$ cat src/rtl/svm_feeder_pkg.sv
// Shared definitions for the svm feeder: widths, config map and FSM state encoding.
// Fixed-point formats seen by the core: alpha Q4.11, weight Q0.15 signed, sample components Q2.13 signed.
package svm_feeder_pkg;

    localparam int N_SVS       = 6;
    localparam int ALPHA_BW    = 16;
    localparam int WEIGHT_BW   = 16;
    localparam int DATA_BW     = 16;
    localparam int ADDR_BW     = 4;
    localparam int CFG_DATA_BW = 16;

    localparam logic [ADDR_BW-1:0] CFG_ADDR_ALPHA = '0;

    typedef logic [2:0] state_t;

    localparam state_t ST_IDLE   = 3'd0;
    localparam state_t ST_START  = 3'd1;
    localparam state_t ST_ALPHA  = 3'd2;
    localparam state_t ST_WEIGHT = 3'd3;
    localparam state_t ST_STREAM = 3'd4;
    localparam state_t ST_DONE   = 3'd5;

    typedef struct packed {
        state_t              state;
        logic [ADDR_BW-1:0]  wcnt;
    } svm_feeder_dbg_t;

endpackage

$ cat src/rtl/svm_feeder_if.sv
// Host/core-facing bundle of the svm feeder: config port, run request, sample stream, core load pins.
// Sample handshake: a beat transfers on a rising clock edge where s_valid and s_ready are both high;
// s_x/s_y/s_last must be stable while s_valid is high, and s_ready never depends on s_valid.
interface svm_feeder_if;
    import svm_feeder_pkg::*;

    logic                   cfg_we;
    logic [ADDR_BW-1:0]     cfg_addr;
    logic [CFG_DATA_BW-1:0] cfg_data;
    logic                   run;
    logic                   s_valid;
    logic                   s_ready;
    logic [DATA_BW-1:0]     s_x;
    logic [DATA_BW-1:0]     s_y;
    logic                   s_last;
    logic                   start;
    logic [ALPHA_BW-1:0]    alpha;
    logic [WEIGHT_BW-1:0]   weight;
    logic                   de_in;
    logic [DATA_BW-1:0]     data_x;
    logic [DATA_BW-1:0]     data_y;
    logic                   busy;
    logic                   done;

    modport master (
        output cfg_we, cfg_addr, cfg_data, run, s_valid, s_x, s_y, s_last,
        input  s_ready, start, alpha, weight, de_in, data_x, data_y, busy, done
    );

    modport slave (
        input  cfg_we, cfg_addr, cfg_data, run, s_valid, s_x, s_y, s_last,
        output s_ready, start, alpha, weight, de_in, data_x, data_y, busy, done
    );

endinterface

$ cat src/rtl/svm_feeder_param_bank.sv
// Alpha plus weight register file: synchronous write, asynchronous read by weight index.
module svm_feeder_param_bank
    import svm_feeder_pkg::*;
(
    input  logic                   clk_i,
    input  logic                   rst_ni,
    input  logic                   we_i,
    input  logic [ADDR_BW-1:0]     waddr_i,
    input  logic [CFG_DATA_BW-1:0] wdata_i,
    input  logic [ADDR_BW-1:0]     ridx_i,
    output logic [ALPHA_BW-1:0]    alpha_o,
    output logic [WEIGHT_BW-1:0]   weight_o
);

    logic [ALPHA_BW-1:0]  alpha_q;
    logic [WEIGHT_BW-1:0] w_q [N_SVS];

    // Addresses above N_SVS match no entry and are silently dropped.
    always_ff @(posedge clk_i or negedge rst_ni) begin
        if (!rst_ni) begin
            alpha_q <= '0;
            for (int i = 0; i < N_SVS; i++) begin
                w_q[i] <= '0;
            end
        end else if (we_i) begin
            if (waddr_i == CFG_ADDR_ALPHA) begin
                alpha_q <= wdata_i[ALPHA_BW-1:0];
            end
            for (int i = 0; i < N_SVS; i++) begin
                if (waddr_i == ADDR_BW'(i + 1)) begin
                    w_q[i] <= wdata_i[WEIGHT_BW-1:0];
                end
            end
        end
    end

    always_comb begin
        weight_o = '0;
        for (int i = 0; i < N_SVS; i++) begin
            if (ridx_i == ADDR_BW'(i)) begin
                weight_o = w_q[i];
            end
        end
    end

    assign alpha_o = alpha_q;

endmodule

$ cat src/rtl/svm_feeder.sv
// Sequencer replaying the svm core load protocol: start, alpha, weights, then a DE_in-qualified sample stream.
module svm_feeder
    import svm_feeder_pkg::*;
(
    input  logic            clk_i,
    input  logic            rst_ni,
    svm_feeder_if.slave     bus,
    output svm_feeder_dbg_t dbg_o
);

    localparam logic [ADDR_BW-1:0] CNT_LAST = ADDR_BW'(N_SVS - 1);

    state_t               state_q, state_d;
    logic [ADDR_BW-1:0]   cnt_q, cnt_d;
    logic                 accept;
    logic                 bank_we;
    logic [ALPHA_BW-1:0]  bank_alpha;
    logic [WEIGHT_BW-1:0] bank_weight;

    logic                 start_q;
    logic [ALPHA_BW-1:0]  alpha_q;
    logic [WEIGHT_BW-1:0] weight_q;
    logic                 de_q;
    logic [DATA_BW-1:0]   data_x_q, data_y_q;
    logic                 done_q;

    assign accept  = (state_q == ST_STREAM) && bus.s_valid;
    assign bank_we = (state_q == ST_IDLE) && bus.cfg_we;

    svm_feeder_param_bank u_bank (
        .clk_i    (clk_i),
        .rst_ni   (rst_ni),
        .we_i     (bank_we),
        .waddr_i  (bus.cfg_addr),
        .wdata_i  (bus.cfg_data),
        .ridx_i   (cnt_d),
        .alpha_o  (bank_alpha),
        .weight_o (bank_weight)
    );

    always_comb begin
        state_d = state_q;
        cnt_d   = cnt_q;
        case (state_q)
            ST_IDLE:   if (bus.run) state_d = ST_START;
            ST_START:  state_d = ST_ALPHA;
            ST_ALPHA: begin
                state_d = ST_WEIGHT;
                cnt_d   = '0;
            end
            ST_WEIGHT: begin
                if (cnt_q == CNT_LAST) begin
                    state_d = ST_STREAM;
                    cnt_d   = '0;
                end else begin
                    cnt_d = cnt_q + ADDR_BW'(1);
                end
            end
            ST_STREAM: if (accept && bus.s_last) state_d = ST_DONE;
            ST_DONE:   state_d = ST_IDLE;
            default:   state_d = ST_IDLE;
        endcase
    end

    always_ff @(posedge clk_i or negedge rst_ni) begin
        if (!rst_ni) begin
            state_q <= ST_IDLE;
            cnt_q   <= '0;
        end else begin
            state_q <= state_d;
            cnt_q   <= cnt_d;
        end
    end

    // Pins are registered from the next state so each pin tracks the state it belongs to.
    always_ff @(posedge clk_i or negedge rst_ni) begin
        if (!rst_ni) begin
            start_q  <= 1'b0;
            alpha_q  <= '0;
            weight_q <= '0;
            de_q     <= 1'b0;
            data_x_q <= '0;
            data_y_q <= '0;
            done_q   <= 1'b0;
        end else begin
            start_q  <= (state_d != ST_IDLE);
            alpha_q  <= bank_alpha;
            weight_q <= (state_d == ST_WEIGHT) ? bank_weight : '0;
            de_q     <= accept;
            if (accept) begin
                data_x_q <= bus.s_x;
                data_y_q <= bus.s_y;
            end
            done_q   <= (state_d == ST_DONE);
        end
    end

    assign bus.s_ready = (state_q == ST_STREAM);
    assign bus.busy    = (state_q != ST_IDLE);
    assign bus.start   = start_q;
    assign bus.alpha   = alpha_q;
    assign bus.weight  = weight_q;
    assign bus.de_in   = de_q;
    assign bus.data_x  = data_x_q;
    assign bus.data_y  = data_y_q;
    assign bus.done    = done_q;

    assign dbg_o = '{state: state_q, wcnt: cnt_q};

endmodule

$ cat src/flat_wrapper.sv
// flat-port wrapper written by rule: the top's interface ports become plain ports
module svm_feeder_flat import svm_feeder_pkg::*;
  (clk_i, rst_ni, dbg_o, bus_cfg_we, bus_cfg_addr, bus_cfg_data, bus_run, bus_s_valid, bus_s_x, bus_s_y, bus_s_last, bus_s_ready, bus_start, bus_alpha, bus_weight, bus_de_in, bus_data_x, bus_data_y, bus_busy, bus_done);
  svm_feeder_if bus_i ();
  input  logic clk_i;
  input  logic rst_ni;
  output svm_feeder_dbg_t dbg_o;
  input wire logic [$bits(bus_i.cfg_we)-1:0] bus_cfg_we;
  input wire logic [$bits(bus_i.cfg_addr)-1:0] bus_cfg_addr;
  input wire logic [$bits(bus_i.cfg_data)-1:0] bus_cfg_data;
  input wire logic [$bits(bus_i.run)-1:0] bus_run;
  input wire logic [$bits(bus_i.s_valid)-1:0] bus_s_valid;
  input wire logic [$bits(bus_i.s_x)-1:0] bus_s_x;
  input wire logic [$bits(bus_i.s_y)-1:0] bus_s_y;
  input wire logic [$bits(bus_i.s_last)-1:0] bus_s_last;
  output wire logic [$bits(bus_i.s_ready)-1:0] bus_s_ready;
  output wire logic [$bits(bus_i.start)-1:0] bus_start;
  output wire logic [$bits(bus_i.alpha)-1:0] bus_alpha;
  output wire logic [$bits(bus_i.weight)-1:0] bus_weight;
  output wire logic [$bits(bus_i.de_in)-1:0] bus_de_in;
  output wire logic [$bits(bus_i.data_x)-1:0] bus_data_x;
  output wire logic [$bits(bus_i.data_y)-1:0] bus_data_y;
  output wire logic [$bits(bus_i.busy)-1:0] bus_busy;
  output wire logic [$bits(bus_i.done)-1:0] bus_done;
  assign bus_i.cfg_we = bus_cfg_we;
  assign bus_i.cfg_addr = bus_cfg_addr;
  assign bus_i.cfg_data = bus_cfg_data;
  assign bus_i.run = bus_run;
  assign bus_i.s_valid = bus_s_valid;
  assign bus_i.s_x = bus_s_x;
  assign bus_i.s_y = bus_s_y;
  assign bus_i.s_last = bus_s_last;
  assign bus_s_ready = bus_i.s_ready;
  assign bus_start = bus_i.start;
  assign bus_alpha = bus_i.alpha;
  assign bus_weight = bus_i.weight;
  assign bus_de_in = bus_i.de_in;
  assign bus_data_x = bus_i.data_x;
  assign bus_data_y = bus_i.data_y;
  assign bus_busy = bus_i.busy;
  assign bus_done = bus_i.done;
  svm_feeder u_core (.clk_i(clk_i), .rst_ni(rst_ni), .bus(bus_i), .dbg_o(dbg_o));
endmodule
$ cat config.mk
export PLATFORM = sky130hd
export DESIGN_NAME = svm_feeder_flat
export DESIGN_NICKNAME = d
export VERILOG_FILES = /design/src/rtl/svm_feeder_pkg.sv /design/src/rtl/svm_feeder_if.sv /design/src/rtl/svm_feeder_param_bank.sv /design/src/rtl/svm_feeder.sv /design/src/flat_wrapper.sv
export SDC_FILE = /design/constraint.sdc
export NUM_CORES = 1
export LEC_CHECK = 0
export ABC_AREA = 0
export CAP_MARGIN = 20
export CORE_MARGIN = 2
export CORE_UTILIZATION = 50
export CTS_CLUSTER_DIAMETER = 80
export DETAILED_ROUTE_END_ITERATION = 8
export PLACE_DENSITY = 0.73
export SLEW_MARGIN = 20
export SYNTH_ARGS = -nofsm -noshare
export SYNTH_HDL_FRONTEND = slang
export SYNTH_HIERARCHICAL = 1
export SYNTH_SLANG_ARGS = --single-unit
$ cat constraint.sdc
create_clock -name clk_i -period 6.2 [get_ports clk_i]
set_clock_uncertainty 0.05 [all_clocks]
set_input_delay 1.24 -clock clk_i [delete_from_list [all_inputs] [get_ports clk_i]]
set_output_delay 1.24 -clock clk_i [all_outputs]
set_load 0.03 [all_outputs]
==> flow_summary.json, run 1 <==
{
  "status": "finished clean",
  "ys_seq_elements": 186,
  "max_slew.worst_pin.slew_ns": 1.123,
  "synth_area_leader_cell": "dfrtp_1",
  "cts_root_buf": "clkbuf_16",
  "switchingPower_mw": 1.397,
  "gp_congestion": 0.7924,
  "antenna_found_initial": 0,
  "period_minus_slack_ns": 3.287,
  "portBuffers": 133,
  "tns_ns": 0,
  "post-route-period-util": 0.5302,
  "p_total_mw": 3.961,
  "worstHoldStart": "u_core/u_bank/alpha_o[7]",
  "dr.pass1.iters": 4,
  "crit_type": "register to primary output",
  "worstHoldPathCells": 0,
  "post_drt_wl_per_cell_um": 18.48,
  "maxCapViolations": 0,
  "dp_hpwl_um": 10760,
  "antennaDiodeCount": 0,
  "ant_nets": 0,
  "yosysMostFrequentCell": "dfrtp_1",
  "relSlewSlack": 0.2511,
  "internal-power_mw": 2.564,
  "synth_flop_cell": "dfrtp_1",
  "rr_startpoint": "u_core/state_q[2]",
  "num_vias": 4999,
  "viasPerCell": 5.358,
  "fmax_mhz": 304.2,
  "syn_nets": 644,
  "synth_top_area_share": 0.5889,
  "gr-total-overflow": 0,
  "routed_wl_um": 17240,
  "clk_latency_ns": 0.43,
  "synthToLayoutAreaGrowth_pct": 25.93,
  "irDropWorstVdd_mv": 0.2530,
  "p_per_area_nw_per_um2": 398.0,
  "synthCells": 584,
  "drt_iter0_markers": 299,
  "rsz0062_at_grt": "false",
  "numCtsBuffers": 17,
  "synth-async-reset-ratio": 1.000,
  "clkTransAtPathRegs_ns": 0.06,
  "combPwrFrac": 0.358,
  "critPathCaptureType": "primary output",
  "die-area_um2": 16830,
  "required_ns": 4.91,
  "cts_tree": "yes",
  "hold_viol": 0,
  "start_kind": "register",
  "switching_share": 0.3528,
  "min_to": "u_core/bus.alpha[7]",
  "ys_seq_area_frac": 0.5889,
  "ios": 134,
  "die_x_um": 129.7,
  "worstPathMaxFanout": 6,
  "pwr-share-seq": 0.367,
  "r2r_setup_slack_ns": 2.95,
  "synthTopCellsByCount": "186 x dfrtp_1, 119 x mux2_2, 35 x nand2_1, 34 x o21ai_0, 28 x mux2_4",
  "grt_pass1_wl_um": 27700,
  "clkPwrFrac": 0.275,
  "r2r_cells": 8,
  "rows": 45,
  "htree_levels": 4,
  "cts_hold_buffers": 0,
  "die_h_um": 129.7,
  "core_area_um2": 15310,
  "synth.area.top_cells": "dfrtp_1 59%, mux2_2 17%, mux2_4 5.3%, o21ai_0 2.2%, nand2_1 1.7%",
  "hold_class": "register to register",
  "slew_violations": 0,
  "post_synth.cell_area_avg_um2": 13.53,
  "grt_use_total": 0.2169,
  "first_global_vias": 5288,
  "cts_sinks": 186,
  "setup_viol": 0,
  "cts_setup_buffers": 0,
  "nets": 771,
  "cts.repair.resized": 0,
  "cts_buffer_depth": 2,
  "initial_core_util": 0.5161,
  "yosysWarnings": 6,
  "r2r_end": "u_core/bus.weight[11]",
  "drive_gt1_frac": 0.2701,
  "synth_area_um2": 7904,
  "drc_errors": 0,
  "arrival_ns": 2.00,
  "grt_max_degree": 87,
  "synth_edf_count": 0,
  "power_leakage_nw": 4.670,
  "yosysUniqueCellTypes": 43
}
[cell type report]
class	count	area (um^2)
Clock buffer	22	474.2
Clock inverter	8	118.9
Tap cell	211	264.0
Inverter	16	60.06
Multi-Input combinational cell	351	3004
Sequential cell	186	4654
Timing Repair Buffer	139	1378
Fill cell	1174	5361
[cell usage in the layout (no fill, tap or decap), types with 9 or more instances in the layout]
cell type          n
nand2b_1          11
dfrtp_1          186
mux2_2           119
nand2_1           35
mux2_4            28
o21ai_0           34
a21o_1             9
a31oi_1           11
and2_1            19
nor2_1            13
inv_1             15
clkdlybuf4s50_1  132
clkbuf_16         17
a21oi_1           16
[routing by layer]
metal  vias up  track usage  share of wire
met1      2489       0.2762           0.43
li1       2300            -              -
met3        23      0.05453          0.067
met2       187       0.3625           0.49
met4         0      0.07906          0.016
met5         -            0              0
[sequential cells by signal, indices dropped and copies added, names as in the netlist]
signal,cells
u_core/bus.data_x,16
u_core/bus.start,1
u_core/bus.weight,16
u_core/u_bank/alpha_o,16
u_core/bus.done,1
u_core/bus.de_in,1
u_core/bus.data_y,16
u_core/cnt_q,4
u_core/u_bank/w_q,96
u_core/state_q,3
u_core/bus.alpha,16
[cells by family (layout without fill, tap and decap cells)]
family                     after synthesis  count (layout)  synth area share
muxes                                  152             152            0.2297
buffers and inverters                   47             185           0.03245
adders and majority gates                2               2          0.003166
AOI/OAI and AO/OA                       92              92           0.06902
and+or+nand+nor                        105             105           0.07678
DFF                                    186             186            0.5889
[power groups by stage]
stage | Combinational, mW | Sequential (mW) | Clock [mW]
floorplan | 0.785 | 1.61 | 0
global placement | 1.38 | 1.47 | 0
detailed placement | 1.40 | 1.48 | 0
CTS | 1.42 | 1.45 | 1.12
global route | 1.55 | 1.47 | 1.17
finish | 1.42 | 1.45 | 1.09
[critical path: stages (launching register included)]
cell	delay (ns)
dfrtp_1	0.44
nor2_2	0.24
and2_1	0.19
clkdlybuf4s50_1	0.70
[metrics by stage]
stage	setup WS, ns	area, um^2	hold slack, ns	utilization	std cells
6_report	2.913	9953	0.3216	0.6499	933
5_1_grt	2.706	9953	0.3347	0.6499	933
4_1_cts	2.866	9953	0.3210	0.6499	933
3_5_place_dp	2.563	9360	0.3068	0.6112	903
3_3_place_gp	2.634	9360	0.3049	0.6112	903
2_1_floorplan	3.494	7904	0.2986	-	584
[how the worst max path moves through the flow]
| stage | depth (start not counted) | start | end |
|---|---|---|---|
| 2_1_floorplan | 7 | bus_cfg_we | u_core/u_bank/w_q[53] |
| 4_1_cts | 3 | u_core/state_q[1] | bus_s_ready |
| 6_report | 3 | u_core/state_q[1] | bus_s_ready |
| 3_3_place_gp | 6 | bus_cfg_we | u_core/u_bank/w_q[57] |
| 5_1_grt | 8 | u_core/state_q[2] | u_core/bus.weight[11] |
| 3_5_place_dp | 6 | bus_cfg_we | u_core/u_bank/w_q[58] |
(Power assumes the default switching activity.)
==> inputs of run 2 (changes only) <==
--- a/config.mk
+++ b/config.mk
@@ -8,7 +8,7 @@
 export ABC_AREA = 0
 export CAP_MARGIN = 20
 export CORE_MARGIN = 2
-export CORE_UTILIZATION = 50
+export CORE_UTILIZATION = 48
 export CTS_CLUSTER_DIAMETER = 80
 export DETAILED_ROUTE_END_ITERATION = 8
 export PLACE_DENSITY = 0.73
==> constraint.sdc (replaced) <==
create_clock -name clk_i -period 2.7 [get_ports clk_i]
set_clock_uncertainty 0.05 [all_clocks]
set_input_delay 0.54 -clock clk_i [delete_from_list [all_inputs] [get_ports clk_i]]
set_output_delay 0.54 -clock clk_i [all_outputs]
set_load 0.03 [all_outputs]
==> run 2 against run 1 <==
Against the previous run:
- power grew 140%
- sequential cell count is the same
- sequential share of layout area shrank 1.4 points
- hold slack lost 0.28 ns
- sequential power grew 130%
- combinational power grew to 2.5 times the previous value
- die area grew 4.0%
- critical path depth is the same
- clock power grew 140%
==> flow_summary.json, run 2 (synthesized netlist as in run 1, its figures left out) <==
{
  "tns_ns": 0,
  "clkTransAtPathRegs_ns": 0.06,
  "maxCapViolations": 0,
  "numCtsBuffers": 17,
  "required_ns": 2.11,
  "worstPathMaxFanout": 6,
  "htree_levels": 4,
  "ios": 134,
  "mostFrequentLayoutCell": "dfrtp_1",
  "final_cell_mix": "186 x dfrtp_1, 132 x clkdlybuf4s50_1, 119 x mux2_2",
  "dr.pass1.iters": 4,
  "grt_max_degree": 64,
  "rows": 46,
  "initial_core_util": 0.4940,
  "drt_iter0_markers": 291,
  "post-route-period-util": 0.9602,
  "period_minus_slack_ns": 2.593,
  "n_fill_cell": 1183,
  "drive_gt1_frac": 0.2991,
  "die-area_um2": 17510,
  "rsz0062_at_grt": "false",
  "post_drt_wl_per_cell_um": 18.48,
  "start_kind": "register",
  "setup_viol": 0,
  "clk_latency_ns": 0.43,
  "dp_hpwl_um": 12170,
  "dp_cells": 933,
  "slew_violations": 0,
  "antenna_found_initial": 0,
  "p_per_area_nw_per_um2": 931.3,
  "irDropWorstVdd_mv": 0.5970,
  "critPathCaptureType": "primary output",
  "die_h_um": 132.3,
  "nets": 797,
  "slowest_stage": "clkdlybuf4s50_1",
  "gp_congestion": 0.8736,
  "largest-register": "u_core/u_bank/w_q",
  "hold_class": "input pin to asynchronous set/reset pin",
  "grt_use_total": 0.2130,
  "cts_hold_buffers": 0,
  "path_cells": "nor2_2 > and2_1 > clkdlybuf4s50_1",
  "max_slew.worst_pin.slew_ns": 0.5944,
  "final_cells": 965,
  "portBuffers": 133,
  "power_leakage_nw": 4.815,
  "cts_root_buf": "clkbuf_16",
  "synthToLayoutAreaGrowth_pct": 29.92,
  "cts_sinks": 186,
  "gr-total-overflow": 0,
  "relSlewSlack": 0.6037,
  "hold_viol": 0,
  "fin_ws_ns": 0.1075,
  "ant_nets": 0,
  "core_area_um2": 16000,
  "dp_slack_ns": 0.1117,
  "die_x_um": 132.3,
  "routed_wl_um": 17840,
  "antennaDiodeCount": 0,
  "viasPerCell": 5.374,
  "drc_errors": 0,
  "grt_pass1_wl_um": 29440,
  "first_global_vias": 5499,
  "cts_buffer_depth": 2,
  "status": "finished clean",
  "fmax_mhz": 385.7,
  "arrival_ns": 2.00,
  "cts_tree": "yes",
  "utilization": 0.6418,
  "slowest_delay_ns": 0.69,
  "num_vias": 5186,
  "crit_type": "register to primary output",
  "largest_reg_flops": 96
}
## run 2: changes by cell type in the layout (fill, tap and decap cells not counted), sizes merged
cell      delta
buf         +26
clkinv       -3
clkinvlp     +3
clkbuf       -2
bufinv       +2
inv          +1
## run 2: path summary, 6_finish.rpt
path / slack [ns] / depth (start not counted) / startpoint / endpoint
min in group clk_i: 0.31 / 0 / u_core/u_bank/alpha_o[3] / u_core/bus.alpha[3]
worst min register to register: 0.31 / 0 / u_core/u_bank/alpha_o[3] / u_core/bus.alpha[3]
max in group asynchronous: 1.85 / 2 / rst_ni / u_core/u_bank/w_q[33]
worst max register to register: 0.19 / 11 / u_core/cnt_q[0] / u_core/bus.weight[8]
worst max-delay path: 0.11 / 3 / u_core/state_q[1] / bus_s_ready
worst min-delay path: 0.04 / 1 / rst_ni / u_core/bus.data_x[13]
## run 2: critical path, delay by kind of cell (launching register included)
family,cells,cell delay [ns]
buffers and inverters,1,0.69
and+or+nand+nor,2,0.43
DFF,1,0.45
## run 2: per-stage QoR
step                hold slack, ns  total power, mW  instance area (um^2)
global route               0.09004            10.06                 10270
global placement            0.3048            6.774                  9610
detailed placement          0.3079            6.860                  9610
CTS                        0.05351            9.533                 10240
finish                     0.04281            9.563                 10270
floorplan                   0.1944            5.493                  7904
## run 2: what timing repair did
item / in CTS / in global routing
setup endpoints to repair: 0 / 16
setup buffers: 0 / 1
gates resized for setup: 0 / 5
## run 2: metal layers
metal	vias up	track usage	share of wire
li1	2353	-	-
met2	148	0.3754	0.51
met3	25	0.04383	0.046
met4	0	0.06810	0.018
met5	-	0	0
met1	2660	0.2630	0.43
## run 2: power breakdown
part	switching (mW)	total [mW]	internal, mW
clock	1.01	2.65	1.64
sequential	0.199	3.35	3.15
combinational	2.08	3.56	1.49
total	3.29	9.56	6.27
## run 2: final cells by class
type	count	area, um^2	area share
clock buffer	20	436.7	0.04252
inverter	16	60.06	0.005849
timing repair buffer	165	1635	0.1593
multi-input combinational	351	3017	0.2938
sequential	186	4654	0.4533
clock inverter	11	195.2	0.01901
tap	216	270.3	0.02632
==> inputs of run 3 (changes only) <==
--- a/config.mk
+++ b/config.mk
@@ -6,11 +6,11 @@
 export NUM_CORES = 1
 export LEC_CHECK = 0
 export ABC_AREA = 0
-export CAP_MARGIN = 20
 export CORE_MARGIN = 2
 export CORE_UTILIZATION = 48
 export CTS_CLUSTER_DIAMETER = 80
 export DETAILED_ROUTE_END_ITERATION = 8
+export HOLD_SLACK_MARGIN = 0.06
 export PLACE_DENSITY = 0.73
 export SLEW_MARGIN = 20
 export SYNTH_ARGS = -nofsm -noshare
==> run 3 against run 2 <==
Against the previous run:
- first-iteration DRC count fell by 2.7%
- clock power barely moved
- via count fell by 0.13%
- final cell count rose by 0.10%
- critical path depth did not move
- highest routed layer unchanged
==> flow_summary.json, run 3 (synthesized netlist as in run 1, its figures left out) <==
{
  "arrival_ns": 2.00,
  "slowest_delay_ns": 0.69,
  "required_ns": 2.11,
  "worstPathMaxFanout": 6,
  "hold_viol": 0,
  "grt_max_degree": 64,
  "portBuffers": 133,
  "largest_reg_flops": 96,
  "core_area_um2": 16000,
  "p_per_area_nw_per_um2": 930.2,
  "status": "finished clean",
  "design_area_um2": 10280,
  "place_area_um2": 9610,
  "dp_cells": 933,
  "critPathCaptureType": "primary output",
  "maxCapViolations": 0,
  "power_leakage_nw": 4.819,
  "irDropWorstVdd_mv": 0.6002,
  "period_minus_slack_ns": 2.594,
  "slew_violations": 0,
  "p_total_mw": 9.561,
  "critPathBufInv": 1,
  "grtUsageMet3": 0.04383,
  "htree_levels": 4,
  "initial_core_util": 0.4940,
  "dp_hpwl_um": 12170,
  "path_cells": "nor2_2 > and2_1 > clkdlybuf4s50_1",
  "start_kind": "register",
  "nets": 798,
  "antenna_found_initial": 0,
  "n_fill_cell": 1183,
  "drc_errors": 0,
  "mostFrequentLayoutCell": "dfrtp_1",
  "clkTransAtPathRegs_ns": 0.06,
  "dr.pass1.iters": 4,
  "final_cell_mix": "186 x dfrtp_1, 132 x clkdlybuf4s50_1, 119 x mux2_2",
  "grt_use_met1": 0.2630,
  "holdWs_ns": 0.3130,
  "cp_top_family": "buffers and inverters",
  "grt_pass1_wl_um": 29440,
  "routed_wl_um": 17830,
  "utilization": 0.6424,
  "crit_type": "register to primary output",
  "hold_class": "register to register",
  "clk_latency_ns": 0.43,
  "fmax_mhz": 385.4,
  "use_met2": 0.3754,
  "antennaDiodeCount": 0,
  "cts_tree": "yes",
  "tns_ns": 0,
  "dp_slack_ns": 0.1117,
  "num_vias": 5179,
  "cts_buffer_depth": 2,
  "rows": 46,
  "post-route-period-util": 0.9609,
  "gp_congestion": 0.8736,
  "die_h_um": 132.3,
  "viasPerCell": 5.361,
  "numCtsBuffers": 17,
  "grt_busiest_layer": "met2",
  "die-area_um2": 17510,
  "fin_ws_ns": 0.1056,
  "post_drt_wl_per_cell_um": 18.45,
  "cts_root_buf": "clkbuf_16",
  "drive_gt1_frac": 0.2987,
  "grt_use_total": 0.2130,
  "largest-register": "u_core/u_bank/w_q",
  "first_global_vias": 5505,
  "synthToLayoutAreaGrowth_pct": 30.05,
  "max_slew.worst_pin.slew_ns": 0.5936,
  "die_x_um": 132.3,
  "setup_viol": 0,
  "final_cells": 966,
  "relSlewSlack": 0.6043,
  "rsz0062_at_grt": "false",
  "ios": 134,
  "cts_sinks": 186,
  "ant_nets": 0,
  "slowest_stage": "clkdlybuf4s50_1",
  "drt_iter0_markers": 283,
  "gr-total-overflow": 0
}
[run 3: changes by cell type in the layout (fill, tap and decap cells not counted), sizes merged]
cell,previous run,this run
dlygate4sd3,0,1
[run 3: final cells by class]
type                            count  area [um^2]  area share
Clock inverter                     11        195.2     0.01899
Sequential cell                   186         4654      0.4528
Multi-Input combinational cell    351         3017      0.2935
Timing Repair Buffer              166         1645      0.1601
Inverter                           16        60.06    0.005843
Tap cell                          216        270.3     0.02629
Clock buffer                       20        436.7     0.04248
[run 3: what timing repair did]
action                                  CTS  global route
hold buffers                              1             0
buffers inserted                          0             1
resized for setup                         0             5
endpoints found under the setup margin    0            16
endpoints found under the hold margin     9             0
[run 3: layer usage]
layer | wire (um) | vias to the layer above
met5 | 0 | -
met4 | 344 | 0
met3 | 826 | 28
met2 | 9031 | 140
met1 | 7624 | 2655
li1 | - | 2356
[run 3: final timing paths]
kind	cells past startpoint	end	from	slack, ns
setup / recovery	3	bus_s_ready	u_core/state_q[1]	0.11
hold / removal	0	u_core/bus.alpha[3]	u_core/u_bank/alpha_o[3]	0.31
setup reg to reg	11	u_core/bus.weight[8]	u_core/cnt_q[0]	0.19
hold reg to reg	0	u_core/bus.alpha[3]	u_core/u_bank/alpha_o[3]	0.31
max in group asynchronous	3	u_core/u_bank/w_q[87]	rst_ni	1.28
min in group asynchronous	2	u_core/bus.data_x[13]	rst_ni	0.62
[run 3: where the power goes]
group / total (mW) / switching, mW / internal (mW)
combinational: 3.56 / 2.07 / 1.49
sequential: 3.35 / 0.199 / 3.15
clock: 2.65 / 1.02 / 1.64
[run 3: worst reg2reg max path, cell delays in order (launching register included)]
cell and delay, ns:
dfrtp_1 0.45, ha_1 0.24, nand3b_1 0.12, nand2_1 0.14, o21ai_4 0.26, buf_4 0.20, buf_4 0.18, mux2_2 0.35
nand2_1 0.08, a21o_1 0.12, a21oi_1 0.05, and2_1 0.15
